File: config.mk
export PLATFORM = sky130hd
export DESIGN_NAME = regfile_scoreboard
export DESIGN_NICKNAME = d
export VERILOG_FILES = /design/src/rtl/regfile_scoreboard.sv
export SDC_FILE = /design/constraint.sdc
export NUM_CORES = 2
export LEC_CHECK = 0
export CAP_MARGIN = 10
export CORE_ASPECT_RATIO = 0.8
export CORE_MARGIN = 2
export CORE_UTILIZATION = 50
export DETAILED_ROUTE_END_ITERATION = 8
export PLACE_DENSITY = 0.66
export SETUP_SLACK_MARGIN = 0.1
export SLEW_MARGIN = 40
export SYNTH_ARGS = -nofsm -noshare
export SYNTH_HDL_FRONTEND = slang
export SYNTH_SLANG_ARGS = --single-unit
File: constraint.sdc
create_clock -name clk_i -period 5.4 [get_ports clk_i]
set_input_delay 1.08 -clock clk_i [delete_from_list [all_inputs] [get_ports clk_i]]
set_output_delay 1.08 -clock clk_i [all_outputs]
set_load 0.01 [all_outputs]
File: src/rtl/regfile_scoreboard.sv
`default_nettype none
// ============================================================================
//  Module   : regfile_scoreboard
//  Purpose  : Parametrised register file with two combinational read ports,
//             one write port, an optional hardwired zero register, optional
//             write-to-read bypass and a per-register busy scoreboard with a
//             reserve/release handshake for RAW/WAW hazard stalls.
//  Ports    : clk_i/rst_ni          clock, asynchronous active-low reset
//             aa_i/ab_i             read addresses A/B
//             a_o/b_o               read data A/B
//             a_busy_o/b_busy_o     pending-write flag of the addressed reg
//             wren_i/aw_i/wrdata_i  write port (a write also releases busy)
//             rsv_valid_i/rsv_addr_i/rsv_ready_o  reservation handshake
//             flush_i               clear every busy bit
//             busy_cnt_o            number of busy registers (registered)
//  Revision : 1.0  initial release
// ============================================================================
module regfile_scoreboard #(
    parameter int DATA_W   = 32,
    parameter int ADDR_W   = 5,
    parameter int ZERO_REG = 1,
    parameter int BYPASS   = 1
) (
    input  logic              clk_i,
    input  logic              rst_ni,
    input  logic [ADDR_W-1:0] aa_i,
    input  logic [ADDR_W-1:0] ab_i,
    output logic [DATA_W-1:0] a_o,
    output logic [DATA_W-1:0] b_o,
    output logic              a_busy_o,
    output logic              b_busy_o,
    input  logic              wren_i,
    input  logic [ADDR_W-1:0] aw_i,
    input  logic [DATA_W-1:0] wrdata_i,
    input  logic              rsv_valid_i,
    input  logic [ADDR_W-1:0] rsv_addr_i,
    output logic              rsv_ready_o,
    input  logic              flush_i,
    output logic [ADDR_W:0]   busy_cnt_o
);

    localparam int c_DEPTH = 2**ADDR_W;

    logic [DATA_W-1:0]  r_regs [c_DEPTH];
    logic [c_DEPTH-1:0] r_busy;
    logic [c_DEPTH-1:0] w_busy_nxt;
    logic [ADDR_W:0]    r_busy_cnt;
    logic [ADDR_W:0]    w_cnt_nxt;
    logic               w_wr_ok;
    logic               w_rsv_set;
    logic               w_dec;

    // Address 0 is read-only/never-busy when the zero register is enabled.
    function automatic logic f_writable(input logic [ADDR_W-1:0] addr);
        return !((ZERO_REG != 0) && (addr == '0));
    endfunction

    assign w_wr_ok     = wren_i & f_writable(aw_i);
    // No release credit: a register being written this cycle is still busy.
    assign rsv_ready_o = rsv_valid_i & ~r_busy[rsv_addr_i] & ~flush_i;
    // A granted reservation of the zero register is a no-op.
    assign w_rsv_set   = rsv_ready_o & f_writable(rsv_addr_i);
    assign w_dec       = w_wr_ok & r_busy[aw_i];
    assign busy_cnt_o  = r_busy_cnt;

    // Release is applied before set so that a same-address reserve+write
    // leaves the register busy (the newer reservation wins).
    always_comb begin
        w_busy_nxt = r_busy;
        w_cnt_nxt  = r_busy_cnt;
        if (flush_i) begin
            w_busy_nxt = '0;
            w_cnt_nxt  = '0;
        end else begin
            if (w_wr_ok) begin
                w_busy_nxt[aw_i] = 1'b0;
            end
            if (w_rsv_set) begin
                w_busy_nxt[rsv_addr_i] = 1'b1;
            end
            // Set only targets a non-busy reg and release only a busy one,
            // so the count stays within 0 .. DEPTH-ZERO_REG.
            w_cnt_nxt = r_busy_cnt + (ADDR_W+1)'(w_rsv_set) - (ADDR_W+1)'(w_dec);
        end
    end

    always_ff @(posedge clk_i or negedge rst_ni) begin
        if (!rst_ni) begin
            r_busy     <= '0;
            r_busy_cnt <= '0;
        end else begin
            r_busy     <= w_busy_nxt;
            r_busy_cnt <= w_cnt_nxt;
        end
    end

    always_ff @(posedge clk_i or negedge rst_ni) begin
        if (!rst_ni) begin
            for (int i = 0; i < c_DEPTH; i++) begin
                r_regs[i] <= '0;
            end
        end else if (w_wr_ok) begin
            r_regs[aw_i] <= wrdata_i;
        end
    end

    always_comb begin
        a_o      = r_regs[aa_i];
        a_busy_o = r_busy[aa_i];
        if (!f_writable(aa_i)) begin
            a_o      = '0;
            a_busy_o = 1'b0;
        end else if ((BYPASS != 0) && w_wr_ok && (aw_i == aa_i)) begin
            a_o      = wrdata_i;
            a_busy_o = 1'b0;
        end
    end

    always_comb begin
        b_o      = r_regs[ab_i];
        b_busy_o = r_busy[ab_i];
        if (!f_writable(ab_i)) begin
            b_o      = '0;
            b_busy_o = 1'b0;
        end else if ((BYPASS != 0) && w_wr_ok && (aw_i == ab_i)) begin
            b_o      = wrdata_i;
            b_busy_o = 1'b0;
        end
    end

endmodule
`default_nettype wire
# ---- After elaboration in Yosys (flattened, before gate mapping)
# Cells that the tools add are included.
# Widths: inputs -> output; s select.
dict set report op_classes {
  add_sub_neg 2
  order_cmp 10
  eq_ne 2
  mux 34
  bitwise_logic 13
  reduce_logical 11
}
# op n
set ops {}
lappend ops {{$bwmux 1024} 1}
lappend ops {{$mux 32} 13}
lappend ops {{$bmux 32 s5} 2}
lappend ops {{$demux 32 s5} 1}
lappend ops {{$and 32x32->32} 1}
lappend ops {{$not 32->32} 1}
lappend ops {{$or 32x32->32} 1}
lappend ops {{$lt 5x6->1 const B} 4}
lappend ops {{$bmux 1 s5} 4}
lappend ops {{$logic_not 5->1} 4}
lappend ops {{$ge 6x6->1 const B} 3}
lappend ops {{$not 5->6} 3}
lappend ops {{$demux 1 s5} 2}
lappend ops {{$eq 5x5->1} 2}
lappend ops {{$ge 5x1->1 const B} 2}
lappend ops {{$mux 1} 10}
lappend ops {{$add 6x1->6} 1}
lappend ops {{$lt 6x1->1 const B} 1}
lappend ops {{$mux 6} 1}
lappend ops {{$sub 6x1->6} 1}
lappend ops {{$and 1x1->1} 5}
lappend ops {{$logic_and 1x1->1} 5}
lappend ops {{$logic_not 1->1} 2}
lappend ops {{$not 1->1} 2}
dict set report word_totals {
  regBits 1062
  in_bits 57
  out_inout_bits 73
  wordCells 106
}

# ---- Depth between registers and ports, before layout
dict set report depth {
  ltp_word 11
  ltp_mapped 17
  depth_no_buf 15
}

# ---- Least setup slack after synthesis
# No wires, ideal clock.
dict set report synth_timing {
  kind {input -> register}
  from {input port rsv_addr_i[1]}
  to {register r_busy_cnt[5] (netlist: busy_cnt_o[5])}
  setup_time_ps 125
  arrival_time_ps 4304
  required_time_ps 5275
  slack_ps 971
  path_stages 14
  path_cell_list {clkbuf_1 mux4_2 a211o_1 a221oi_4 nand3_2 or3_1 ha_1 inv_1 ha_1 a21o_1 a21oi_1 o21bai_1 a21oi_1 mux2_2}
}
dict set report synth_via {
  elab_chain_cells 9
  word_cells_on_any_way 11
  classes_between {2 x add/sub; 3 x mux; 4 x bitwise; 2 x reduce/logical}
}
# element line
set synth_rtl {}
lappend synth_rtl {{from (decl)} 36} ;# input logic [ADDR_W-1:0] rsv_addr_i,
lappend synth_rtl {{$bmux 1 s5} 60} ;# assign rsv_ready_o = rsv_valid_i & ~r_busy[rsv_addr_i] & ~flush_i;
lappend synth_rtl {{$mux 1 (not written as such)} 60}
lappend synth_rtl {{$not 1->1} 60}
lappend synth_rtl {{$and 1x1->1 (2 in series)} 60}
lappend synth_rtl {{$and 1x1->1 *} 62} ;# assign w_rsv_set = rsv_ready_o & f_writable(rsv_addr_i);
lappend synth_rtl {{$add 6x1->6 *} 83} ;# w_cnt_nxt = r_busy_cnt + (ADDR_W+1)'(w_rsv_set) - (ADDR_W+1)'(w_dec);
lappend synth_rtl {{$sub 6x1->6 *} 83}
lappend synth_rtl {{$mux 6 *} 71} ;# if (flush_i) begin
lappend synth_rtl {{net w_cnt_nxt[5]} 48} ;# logic [ADDR_W:0] w_cnt_nxt;
lappend synth_rtl {{to (signal assigned)} 93} ;# r_busy_cnt <= w_cnt_nxt;
lappend synth_rtl {{to (decl)} 47} ;# logic [ADDR_W:0] r_busy_cnt;
# The timed path passes the listed nets; every way through them passes the cells marked *. The select of a mux whose other input is x is not followed.
# A chain may end at the register's enable or synchronous reset.

# ---- Worst setup path in the final report
dict set report layout_timing {
  from {input port ab_i[0]}
  to {output port b_o[27]}
}
dict set report layout_via {
  elab_chain_cells 6
  word_cells_on_any_way 9
  classes_between {1 x eq/ne; 5 x mux; 1 x bitwise; 2 x reduce/logical}
}
# element line
set layout_rtl {}
lappend layout_rtl {{from (decl)} 27} ;# input logic [ADDR_W-1:0] ab_i,
lappend layout_rtl {{$not 5->6 (not written as such)} 120} ;# b_o = r_regs[ab_i];
lappend layout_rtl {{$bmux 32 s5} 120}
lappend layout_rtl {{$mux 32 (not written as such) (2 in series)} 120}
lappend layout_rtl {{$mux 32} 125} ;# end else if ((BYPASS != 0) && w_wr_ok && (aw_i == ab_i)) begin
lappend layout_rtl {{$mux 32 *} 122} ;# if (!f_writable(ab_i)) begin
lappend layout_rtl {{to (decl)} 29} ;# output logic [DATA_W-1:0] b_o,
# Mark *: on every way between the ends. The rest lies on a longest branch, timed or not. The select of a mux whose other input is x is not followed.

==> summary.md <==
| Metric | Value |
|---|---|
| Status | `finished clean` |
| FMAX | `192 MHz` |
| Synth Flop Type | `dfrtp_1` |
| Crit Path Max Fanout | `44` |
| Synth Area in Compound Gates | `0.0779` |
| P&R area growth vs syn | `13.8%` |
| PD cells | `357 nW/um^2` |
| CP arrival | `4.12 ns` |
| WP buf/inv | `3` |
| Synthesized area | `58100 um^2` |
| Slowest stage cell, crit path | `clkdlybuf4s50_1` |
| Crit path kind | `input port to primary output` |
| Comb power frac | `0.210` |
| CTS tree | `done` |
| Post-synthesis sequential area ratio | `0.458` |
| Vias | `40200` |
| CTS Sinks | `1062` |
| HPWL after detailed placement | `116 mm` |
| Crit end category | `primary output` |
| Filler cell count | `9095` |
| Port Buffer Count | `129` |
| All-Layer GR Usage | `0.316` |
| FF-to-FF path depth | `13` |
| Pins Over Slew Limit | `0` |
| Yosys Warn Count | `0` |
| Worst Hold Class | `input port to asynchronous set/reset pin` |
| Slew @ Worst Pin | `0.938 ns` |
| Starting density of the core | `0.506` |
| Clock Pin Slew Worst Setup and Hold Paths | `0.06 ns` |
| Final net count | `4381` |
| Sw Share | `0.278` |
| ANT nets after route | `0` |
| Core area | `115000 um^2` |
| Die Wd | `385 um` |
| Avg Cell Area, Syn | `13.5 um^2` |
| Internal cell power | `0.0170 W` |
| Full die area | `119000 um^2` |
| Post-route DRC | `0` |
| RSZ-0062 raised after global routing | `false` |
| Leak Pwr | `28.6 nW` |
| Iteration count of the initial detailed-routing pass | `5` |
| Average routed wire per standard cell | `31.4 um` |
| Ys async rst share | `1.00` |
| Worst clock skew | `0.0188 ns` |
| Global route total overflow | `0` |
| Adder-cell share of the synthesized area | `0.00164` |
| Final Cycle Share | `0.963` |
| Max clock buf depth | `3` |
| Setup TNS | `0 ns` |
| R2R Setup Slk | `1.76 ns` |
| EDFF count, synth | `0` |
| Synth Area in XOR/XNOR | `0.00211` |
| FF+latch area | `26600 um^2` |
| Detailed Route Iter0 Violations | `4644` |
| Root Buffer | `clkbuf_16` |
| Clock Power Share | `0.344` |
| Switching power | `0.00655 W` |
| Cell Count, Final, Fillers Out | `5933` |
| Slowest Stage Delay on Critical Path | `0.59 ns` |
| Final Setup Violations | `0` |
| RePlAce Congestion | `0.867` |
| Pin count of the biggest net entering global routing | `126` |
| Reg-to-Reg Start | `r_busy[9]` |
| Dpl cells | `5728` |
| Drt total wl | `187 mm` |
| CP delay by family, top | `buffers and inverters` |
| Net Count, Synth | `4370` |
| Row cnt | `111` |
| Layout cell share with drive strength beyond 1 | `0.418` |
| Req. time, crit path | `4.32 ns` |
| Post-synthesis mux area share | `0.384` |
| Max-Slew Margin vs Limit | `0.374` |
| Seq cells post-synth | `1062` |
| Post-cts sizing count | `0` |
| Power Total | `0.0236 W` |
| Largest family of logic cells by synthesized area | `multiplexers` |
| Worst-skew pair later-pin latency | `0.74 ns` |
| Die Ht | `309 um` |
| Area occupied by multi-input gates | `29700 um^2` |
| Clock H-tree levels | `3` |
| Fin crit period | `5.20 ns` |
| Setup crit start kind | `input port` |
| Vias in the first global route | `39900` |
| Worst reg2reg endpoint | `busy_cnt_o[5]` |
| Setup repair bufs after CTS | `0` |
| Share of total power in sequential cells | `0.445` |
| Post-CTS Hold Buffers | `0` |
| CTS Buf Count | `111` |
| Simple-Gate Fraction of Synth Area | `0.0413` |
| Critical-path cell list | `buf_8, buf_4, mux2i_1, a221o_1, a211oi_1, a211o_1, clkdlybuf4s50_1` |
| Antenna violations before repair | `9` |
| Vias per cell | `6.77` |
| Netlist cell types | `59` |
| Max IR drop VDD | `0.000260 V` |
| I/O pin total | `130` |
| First-pass GRT wire length | `277 mm` |
| Maxcap violations | `0` |
| Final Hold Fails | `0` |
| Post-Synthesis Cells | `4306` |
==> flip-flops by register name (all words and copies together), names as in the netlist <==
name,count
r_regs,1024
r_busy,32
busy_cnt_o,6
==> cell families after synthesis <==
kind of cell | Yosys count
mux | 1586
buf+inv | 513
xor+xnor | 14
simple gates | 480
flops | 1062
compound gates | 644
fa+ha+maj | 7
==> metrics by stage <==
step	hold WS (ns)	instance area [um^2]	util	setup WS, ns
after floorplan	0.425	58100	-	0.971
after global placement	0.364	62100	0.541	0.213
after detailed placement	0.363	62200	0.542	0.244
after CTS	0.384	66000	0.575	0.238
after global routing	0.207	66100	0.575	0.147
final	0.221	66100	0.575	0.200
==> synth_stat cells (24+ instances only) <==
master       n  area [um^2]
nor2_1      68          255
a21oi_1     62          310
o22ai_1     24          150
nor2b_1     86          538
a211oi_1   107          803
a221oi_1    70          613
mux4_2     420         9460
dfrtp_1   1062        26600
a221o_1     39          390
nand2_1    189          709
buf_1       24         90.1
mux2i_1    254         2540
buf_2       91          455
o21ai_0    170          851
o21bai_1    27          203
a211o_1     53          464
clkbuf_1   364         1370
a22oi_1     52          390
mux2_2     912        10300
==> worst max path at each step <==
stage	startpoint	to	slack, ns	cells after the start
floorplan	rsv_addr_i[1]	busy_cnt_o[5]	0.97	14
global placement	ab_i[0]	b_o[7]	0.21	7
detailed placement	ab_i[0]	b_o[7]	0.24	7
CTS	ab_i[0]	b_o[7]	0.24	7
global route	aw_i[0]	a_o[26]	0.15	9
finish	ab_i[0]	b_o[27]	0.20	7
==> cells in the final DEF (no fill, tap or decap), types with 7 or more instances in the layout <==
| cell | count |
|---|---|
| o21bai_1 | 27 |
| inv_1 | 23 |
| o22ai_1 | 24 |
| nor2b_1 | 82 |
| buf_4 | 202 |
| dfrtp_1 | 1062 |
| or3_1 | 9 |
| o211ai_1 | 8 |
| nor3_1 | 17 |
| xnor2_1 | 10 |
| a211oi_1 | 106 |
| clkbuf_8 | 25 |
| nand3b_1 | 16 |
| nor3b_1 | 8 |
| nor2_4 | 14 |
| a22oi_1 | 52 |
| nand2_1 | 172 |
| nand2b_1 | 18 |
| clkbuf_16 | 113 |
| o21ai_0 | 170 |
| clkbuf_1 | 20 |
| mux2_2 | 912 |
| mux4_2 | 420 |
| clkdlybuf4s50_1 | 119 |
| a221o_1 | 39 |
| bufinv_16 | 13 |
| and2_1 | 12 |
| a211o_1 | 53 |
| clkinv_2 | 23 |
| nand2_2 | 12 |
| a21oi_1 | 62 |
| a221oi_1 | 70 |
| nor4_1 | 21 |
| nand3_1 | 7 |
| nor2_1 | 54 |
| mux2i_1 | 254 |
| buf_12 | 55 |
==> routing by layer <==
metal  wire length (um)  part of all wire  global-route usage
met2              82500              0.44               0.464
met5                 27           0.00014                   0
met4               6050             0.032              0.0956
met3              16300             0.087              0.0676
met1              81600              0.44               0.471
==> layout make-up <==
type                            instances  area share
Antenna cell                            4    0.000151
Tap cell                             1525      0.0289
Clock buffer                          157      0.0489
Sequential cell                      1062       0.402
Timing Repair Buffer                  386      0.0601
Multi-Input combinational cell       2731       0.450
Inverter                               25     0.00144
Clock inverter                         43     0.00880
==> power by group through the flow <==
stage,Clock (W),Sequential [W],Combinational [W]
2_1_floorplan,0,0.0102,0.00354
3_3_place_gp,0,0.0105,0.00482
3_5_place_dp,0,0.0106,0.00492
4_1_cts,0.00821,0.0104,0.00495
5_1_grt,0.00855,0.0107,0.00531
6_report,0.00811,0.0105,0.00496
No activity file was read; power rests on OpenSTA's default activity.
